File: src/rtl/pokey_ctrl_responder.sv
// pokey_ctrl_responder: board-side keyboard and paddle emulator for POKEY.
// Define POKEY_CTRL_DEBOUNCE_EN to debounce the held key before commit.

module pokey_pot_ch #(
  parameter int POT_MAX = 228
) (
  input  logic       clk,
  input  logic       n_reset,
  input  logic       line_tick,
  input  logic       pot_rel,
  input  logic [7:0] pot_val,
  output logic       scan
);

  localparam logic [7:0] PMAX = 8'(POT_MAX);

  typedef enum logic [1:0] {
    DUMP,
    COUNT,
    DONE
  } pot_st_t;

  pot_st_t    st, st_n;
  logic [7:0] cnt, cnt_n;
  logic [7:0] tgt, tgt_n;
  logic [7:0] lim;

  assign lim = (pot_val > PMAX) ? PMAX : pot_val;

  always_ff @(posedge clk or negedge n_reset) begin
    if (!n_reset) begin
      st  <= DUMP;
      cnt <= '0;
      tgt <= '0;
    end else begin
      st  <= st_n;
      cnt <= cnt_n;
      tgt <= tgt_n;
    end
  end

  // A dropped release always wins, even over a tick on the same edge.
  always_comb begin
    st_n  = st;
    cnt_n = cnt;
    tgt_n = tgt;
    if (!pot_rel) begin
      st_n  = DUMP;
      cnt_n = '0;
    end else begin
      unique case (st)
        DUMP: begin
          cnt_n = '0;
          tgt_n = lim;
          st_n  = (lim == 8'd0) ? DONE : COUNT;
        end
        COUNT: begin
          if (line_tick) begin
            cnt_n = cnt + 8'd1;
            if (cnt + 8'd1 == tgt) st_n = DONE;
          end
        end
        DONE:    st_n = DONE;
        default: st_n = DUMP;
      endcase
    end
  end

  assign scan = (st == DONE);

endmodule

module pokey_ctrl_responder #(
  parameter int DEBOUNCE_CYCLES = 16,
  parameter int POT_MAX         = 228
) (
  input  logic       clk,
  input  logic       n_reset,
  input  logic [3:0] key_scan_L,
  input  logic       key_valid,
  input  logic [3:0] key_code,
  output logic       kr1_L,
  output logic       key_stable,
  input  logic       line_tick,
  input  logic       pot_rel_0,
  input  logic       pot_rel_1,
  input  logic [7:0] pot_val0,
  input  logic [7:0] pot_val1,
  output logic [1:0] pot_scan_2
);

  logic [4:0] key_in;
  logic [4:0] key_q;

  assign key_in = {key_valid, key_code};

`ifdef POKEY_CTRL_DEBOUNCE_EN
  localparam int CW = $clog2(DEBOUNCE_CYCLES + 1);
  localparam logic [CW-1:0] CMAX = CW'(DEBOUNCE_CYCLES);

  logic [4:0]    shadow;
  logic [CW-1:0] db_cnt;

  // Counter saturates once committed so it never wraps into a recommit.
  always_ff @(posedge clk or negedge n_reset) begin
    if (!n_reset) begin
      shadow <= '0;
      db_cnt <= '0;
      key_q  <= '0;
    end else if (key_in != shadow) begin
      shadow <= key_in;
      db_cnt <= '0;
    end else if (db_cnt != CMAX) begin
      db_cnt <= db_cnt + 1'b1;
      if (db_cnt == CMAX - 1'b1) key_q <= key_in;
    end
  end
`else
  logic unused_deb;
  assign unused_deb = |DEBOUNCE_CYCLES;

  always_ff @(posedge clk or negedge n_reset) begin
    if (!n_reset) key_q <= '0;
    else          key_q <= key_in;
  end
`endif

  always_ff @(posedge clk or negedge n_reset) begin
    if (!n_reset) kr1_L <= 1'b1;
    else          kr1_L <= ~(key_q[4] && (~key_scan_L == key_q[3:0]));
  end

  assign key_stable = key_q[4];

  pokey_pot_ch #(.POT_MAX(POT_MAX)) u_pot0 (
    .clk      (clk),
    .n_reset  (n_reset),
    .line_tick(line_tick),
    .pot_rel  (pot_rel_0),
    .pot_val  (pot_val0),
    .scan     (pot_scan_2[0])
  );

  pokey_pot_ch #(.POT_MAX(POT_MAX)) u_pot1 (
    .clk      (clk),
    .n_reset  (n_reset),
    .line_tick(line_tick),
    .pot_rel  (pot_rel_1),
    .pot_val  (pot_val1),
    .scan     (pot_scan_2[1])
  );

endmodule
File: config.mk
export PLATFORM = sky130hd
export DESIGN_NAME = pokey_ctrl_responder
export DESIGN_NICKNAME = d
export VERILOG_FILES = /design/src/rtl/pokey_ctrl_responder.sv
export SDC_FILE = /design/constraint.sdc
export NUM_CORES = 1
export LEC_CHECK = 0
export BUFFER_PORTS_ARGS = -buffer_cell sky130_fd_sc_hd__buf_2
export CAP_MARGIN = 5
export CORE_MARGIN = 5
export CORE_UTILIZATION = 39
export CTS_CLUSTER_DIAMETER = 100
export DETAILED_ROUTE_END_ITERATION = 10
export PLACE_DENSITY_LB_ADDON = 0.2
export RECOVER_POWER = 100
export SLEW_MARGIN = 30
export SYNTH_ARGS = -nofsm -noshare
export SYNTH_HDL_FRONTEND = slang
export SYNTH_SLANG_ARGS = --single-unit
File: constraint.sdc
create_clock -name clk -period 2.6 [get_ports clk]
set_input_delay 0.26 -clock clk [delete_from_list [all_inputs] [get_ports clk]]
set_output_delay 0.26 -clock clk [all_outputs]
set_load 0.05 [all_outputs]
# After elaboration in Yosys (flattened, before gate mapping)
# Index checks and enable logic that the tools add are counted.
dict set report totals {
  register_bits 42
  out_inout_bits 4
  wordCells 56
}
dict set report op_classes {
  eq_ne 13
  n_addsub 2
  bitwise 2
  n_mux 18
  reduce_logical 11
  n_lt_le_gt_ge 2
}
# operator count
set ops {}
lappend ops {{8-bit two-way mux} 6}
lappend ops {{8-bit case mux with 2 select lines} 2}
lappend ops {{8-bit by 1-bit adder with 8-bit output (second input constant)} 2}
lappend ops {{8-bit == test} 2}
lappend ops {{8-bit > comparator (second input constant)} 2}
lappend ops {{8-bit zero test} 2}
lappend ops {{2-bit two-way mux} 8}
lappend ops {{2-bit case mux with 3 select lines} 2}
lappend ops {{2-bit AND reduction} 6}
lappend ops {{3-bit by 1-bit inequality test with 1-bit output (second input constant)} 2}
lappend ops {{3-bit by 2-bit inequality test with 1-bit output (second input constant)} 2}
lappend ops {{3-bit inequality test (second input constant)} 2}
lappend ops {{2-bit by 1-bit == test with 1-bit output (second input constant)} 2}
lappend ops {{2-bit == test (second input constant)} 2}
lappend ops {{4-bit == test} 1}
lappend ops {{2-bit zero test} 2}
lappend ops {{4-bit NOT} 1}
lappend ops {{1-bit logical AND} 1}
lappend ops {{1-bit NOT} 1}

# Logic depth before layout (Yosys ltp)
dict set report logic_depth {
  depth_word 6
  mapped_depth 7
  ltp_nobuf 7
}

# Cells and area by module
# Synthesis repeated with hierarchy kept, for this count alone.
dict set report hier_totals {
  cells_unflattened 258
  area_unflattened_um2 2463.6
}
# mod seq_area_each_um2 cells_each n_inst area_each_um2
set by_module_without_submodules {}
lappend by_module_without_submodules {pokey_pot_ch 450.4 123 2 1132.3}
lappend by_module_without_submodules {pokey_ctrl_responder 151.4 12 1 198.9}

# Worst setup path before layout
# Ideal clock, no wire load.
dict set report synth_path {
  kind {reg-to-reg}
  startpoint {reg u_pot1.cnt[0]}
  endpoint {reg u_pot1.st[0]}
  path_buffers 0
  arrival_time_ps 2005
  synth_period_minus_slack_ps 2133
  setup_slack_ps 467
  required_time_ps 2472
  stages_incl_launch_ff 7
  path_cell_list {dfrtp_1 -> ha_1 -> xnor2_1 -> nand3_1 -> or4_4 -> a21oi_4 -> mux2_1}
}
dict set report synth_between {
  elab_chain_cells 4
}
# item line
set synth_rtl {}
lappend synth_rtl {{start: declaration} 24} ;# logic [7:0] cnt, cnt_n;
lappend synth_rtl {{start signal: assignment} 37} ;# cnt <= cnt_n;
lappend synth_rtl {{8-bit by 1-bit adder with 8-bit output} 60} ;# if (cnt + 8'd1 == tgt) st_n = DONE;
lappend synth_rtl {{8-bit == test} 60}
lappend synth_rtl {{3-bit by 2-bit inequality test with 1-bit output (no line)} n/a}
lappend synth_rtl {{2-bit AND reduction (no line)} n/a}
lappend synth_rtl {{end signal: assignment} 36} ;# st <= st_n;
lappend synth_rtl {{end: declaration} 23} ;# pot_st_t st, st_n;
# No other way between the ends.
# A chain may end at the register's enable or synchronous reset.

# Worst setup path in the final report
# Same ends and word-level chain as after synthesis.

==> results.cfg <==
[setup_path]
cp_slowest_cell = dfrtp_1
path_class = reg -> reg
critPathBufInv = 0
cp-start-kind = flop
cpPeakStageDelay_ps = 450
r2r_setup_slack_ps = 310
path_delay_family = simple AND/OR/NAND/NOR gates
crit_arrival_ps = 2480
path_cells = ha_1 > nand4bb_1 > o2111ai_1 > o21ai_0 > or4_4 > a21oi_1 > mux2_1
required_ps = 2790
worstPathMaxFanout = 8
end_kind = flop

[drt]
wl_met1_mm = 2.404
ant_nets = 0
via_per_inst = 5.253
vias = 1949
drc = 0
routed.top_layer = met4
totalWireLength_mm = 5.405
drtPass1Iterations = 4
drtIter0Drc = 39
met2_wirelength_mm = 2.774
wl_met3_um = 144
wl_per_cell_um = 14.57

[cells_and_area]
multi_input_area_um2 = 1393
finalInstanceArea_um2 = 2861
instances_no_fill = 371
n_antenna_cell = 0
ff_latch_area_um2 = 1052
syn_to_final_growth_pct = 10.80
final_layout_size_suffix_gt1_share_pct = 17.35
fin_nets = 333
fill_cells = 623

[logic_synthesis]
synth_seq_cells = 42
yosysTopAreaCell = dfrtp_1
yosysWarnings = 0
synth_area_um2 = 2582
synth_area_leaders = dfrtp_1 (40%), xnor2_1 (7.8%), ha_1 (4.8%)
synth_cell_types = 48
synth_nets = 307
yosysTopAreaCellShare_pct = 39.73
synthFlopType = dfrtp_1
yosysSeqAreaShare_pct = 40.75
synth_edf_count = 0
ys_async_sr_fraction_pct = 100.0
syn_area_per_cell_um2 = 9.672
syn_inst = 267

[floorplanning]
ios = 34
die-area_um2 = 8349
die_w_um = 91.38
start_util_pct = 40.44
core-area_um2 = 6386
fp-row-count = 29
fp.dieH_um = 91.38

[power_and_ir_drop]
power.density_nw_per_um2 = 849.4
leakage_nw = 1.237
report.power.total_mw = 2.431
vdd.ir_drop.worst_v = 0.0005092

[sta]
finalSetupViolCount = 0
hold_viol = 0
max_freq_ghz = 0.4364
slew_headroom_pct = 28.14
period_minus_slack_ps = 2291
timing.final.crit_share_pct = 88.13
skew_ps = 11.50
rsz0062_at_grt = no
tns_ps = 0
tightestPinTransition_ps = 1078
layout_setup_ws_ps = 308.7
slew_viol_final = 0

[grt]
grt_pass1_vias = 2054
grt-ovfl-total = 0
antenna_found_initial = 0
grt_pass1_wl_mm = 9.363
grt_max_degree = 43
grt_usage_pct = 13.69

[clock_network]
htreeDepth = 2
cts.sink_count = 42
cts_buffer_depth = 2
cts_inserted_buffers = 5
cts_tree = yes
clk_pin_slew_ps = 90
post_cts_buffers = 0
clk_latency_ps = 300
ctsRootBufferMaster = clkbuf_8

[flow_run]
maxCapViolations = 0

[place]
port-buffer-count = 33
dp_slack_ps = 387.2
dp.cells = 362
place_hpwl_mm = 3.965
dpl_cell_area_um2 = 2769
routabilityCongestion = 0.7608

[run_status]
outcome = finished clean

[hold_path]
hold_path.class = in -> reg
logic make-up (layout without fill, tap and decap cells):
family                     count (synthesis)  in the layout  share of synthesized area [%]
AOI/OAI and AO/OA                         49             49                          13.08
xor gates and xnor gates                  33             33                          11.19
adders and majority gates                 10             10                          4.845
buffers and inverters                     26             53                          4.893
DFF                                       42             42                          40.75
muxes                                     12             12                          5.039
and+or+nand+nor                           95             95                          20.20
state kept, by name, summed over array words and instances (netlist names):
signal      flops
u_pot0.cnt      8
key_q           5
u_pot1.st       2
kr1_L           1
u_pot0.st       2
u_pot1.tgt      8
u_pot0.tgt      8
u_pot1.cnt      8
final timing paths:
path                               start             to  cells after the start
min                            key_valid       key_q[4]                      1
max                        u_pot1.cnt[0]   u_pot1.st[0]                      7
min reg2reg                     key_q[3]          kr1_L                      2
max reg2reg                u_pot1.cnt[0]   u_pot1.st[0]                      7
min in group asynchronous        n_reset  u_pot1.cnt[7]                      2
max in group asynchronous        n_reset  u_pot0.tgt[1]                      2
layout by cell type (no fill, tap or decap), types with 6 or more instances in the layout:
master / netlist / layout
dfrtp_1: 41 / 41
buf_2: 2 / 28
xnor2_1: 23 / 23
nand2_1: 23 / 23
nor2b_1: 15 / 15
o21ai_0: 14 / 14
nor2_1: 14 / 14
a22oi_1: 14 / 14
nand3_1: 11 / 11
xor2_1: 10 / 10
ha_1: 10 / 10
inv_1: 9 / 9
nand4_1: 7 / 7
mux2_2: 7 / 7
a21oi_1: 6 / 7
clkbuf_1: 10 / 6
through the flow:
| stage | hold slack [ps] | util [%] |
|---|---|---|
| global placement | 369.7 | 43.32 |
| detailed placement | 299.4 | 43.36 |
| global route | 61.56 | 44.81 |
| floorplan | -35.59 | - |
| CTS | 55.82 | 45.22 |
| finish | 72.41 | 44.81 |
power by group:
part	leakage, nW	total [mW]	internal, mW	switching [mW]
Clock	0.0579	0.526	0.283	0.243
Sequential	0.537	0.982	0.821	0.161
Combinational	0.642	0.922	0.396	0.526
Yosys cell counts (all sizes together) (8+ instances only):
library cell,n
o21ai,14
mux2,8
clkbuf,10
inv,9
a22oi,14
xor2,10
ha,10
nand2,23
nand3,12
xnor2,23
nor2b,15
dfrtp,41
nor2,14
repair_timing:
action	CTS	global route
hold buffers	1	0
endpoints found under the hold margin	41	0
gates resized for setup	0	0
setup endpoints to repair	0	0
area by class of cell:
| cell class | instances | share of cell area, % |
|---|---|---|
| multi-input combinational | 199 | 48.67 |
| clock inverter | 3 | 1.399 |
| timing repair buffer | 36 | 6.209 |
| clock buffer | 5 | 2.405 |
| sequential | 42 | 36.77 |
| tap | 77 | 3.367 |
| inverter | 9 | 1.181 |
metal layers:
metal	global-route usage, %	vias up
met2	25.12	24
li1	-	987
met4	5.012	0
met5	0	-
met1	15.45	930
met3	2.893	8
(Power assumes the default switching activity.)
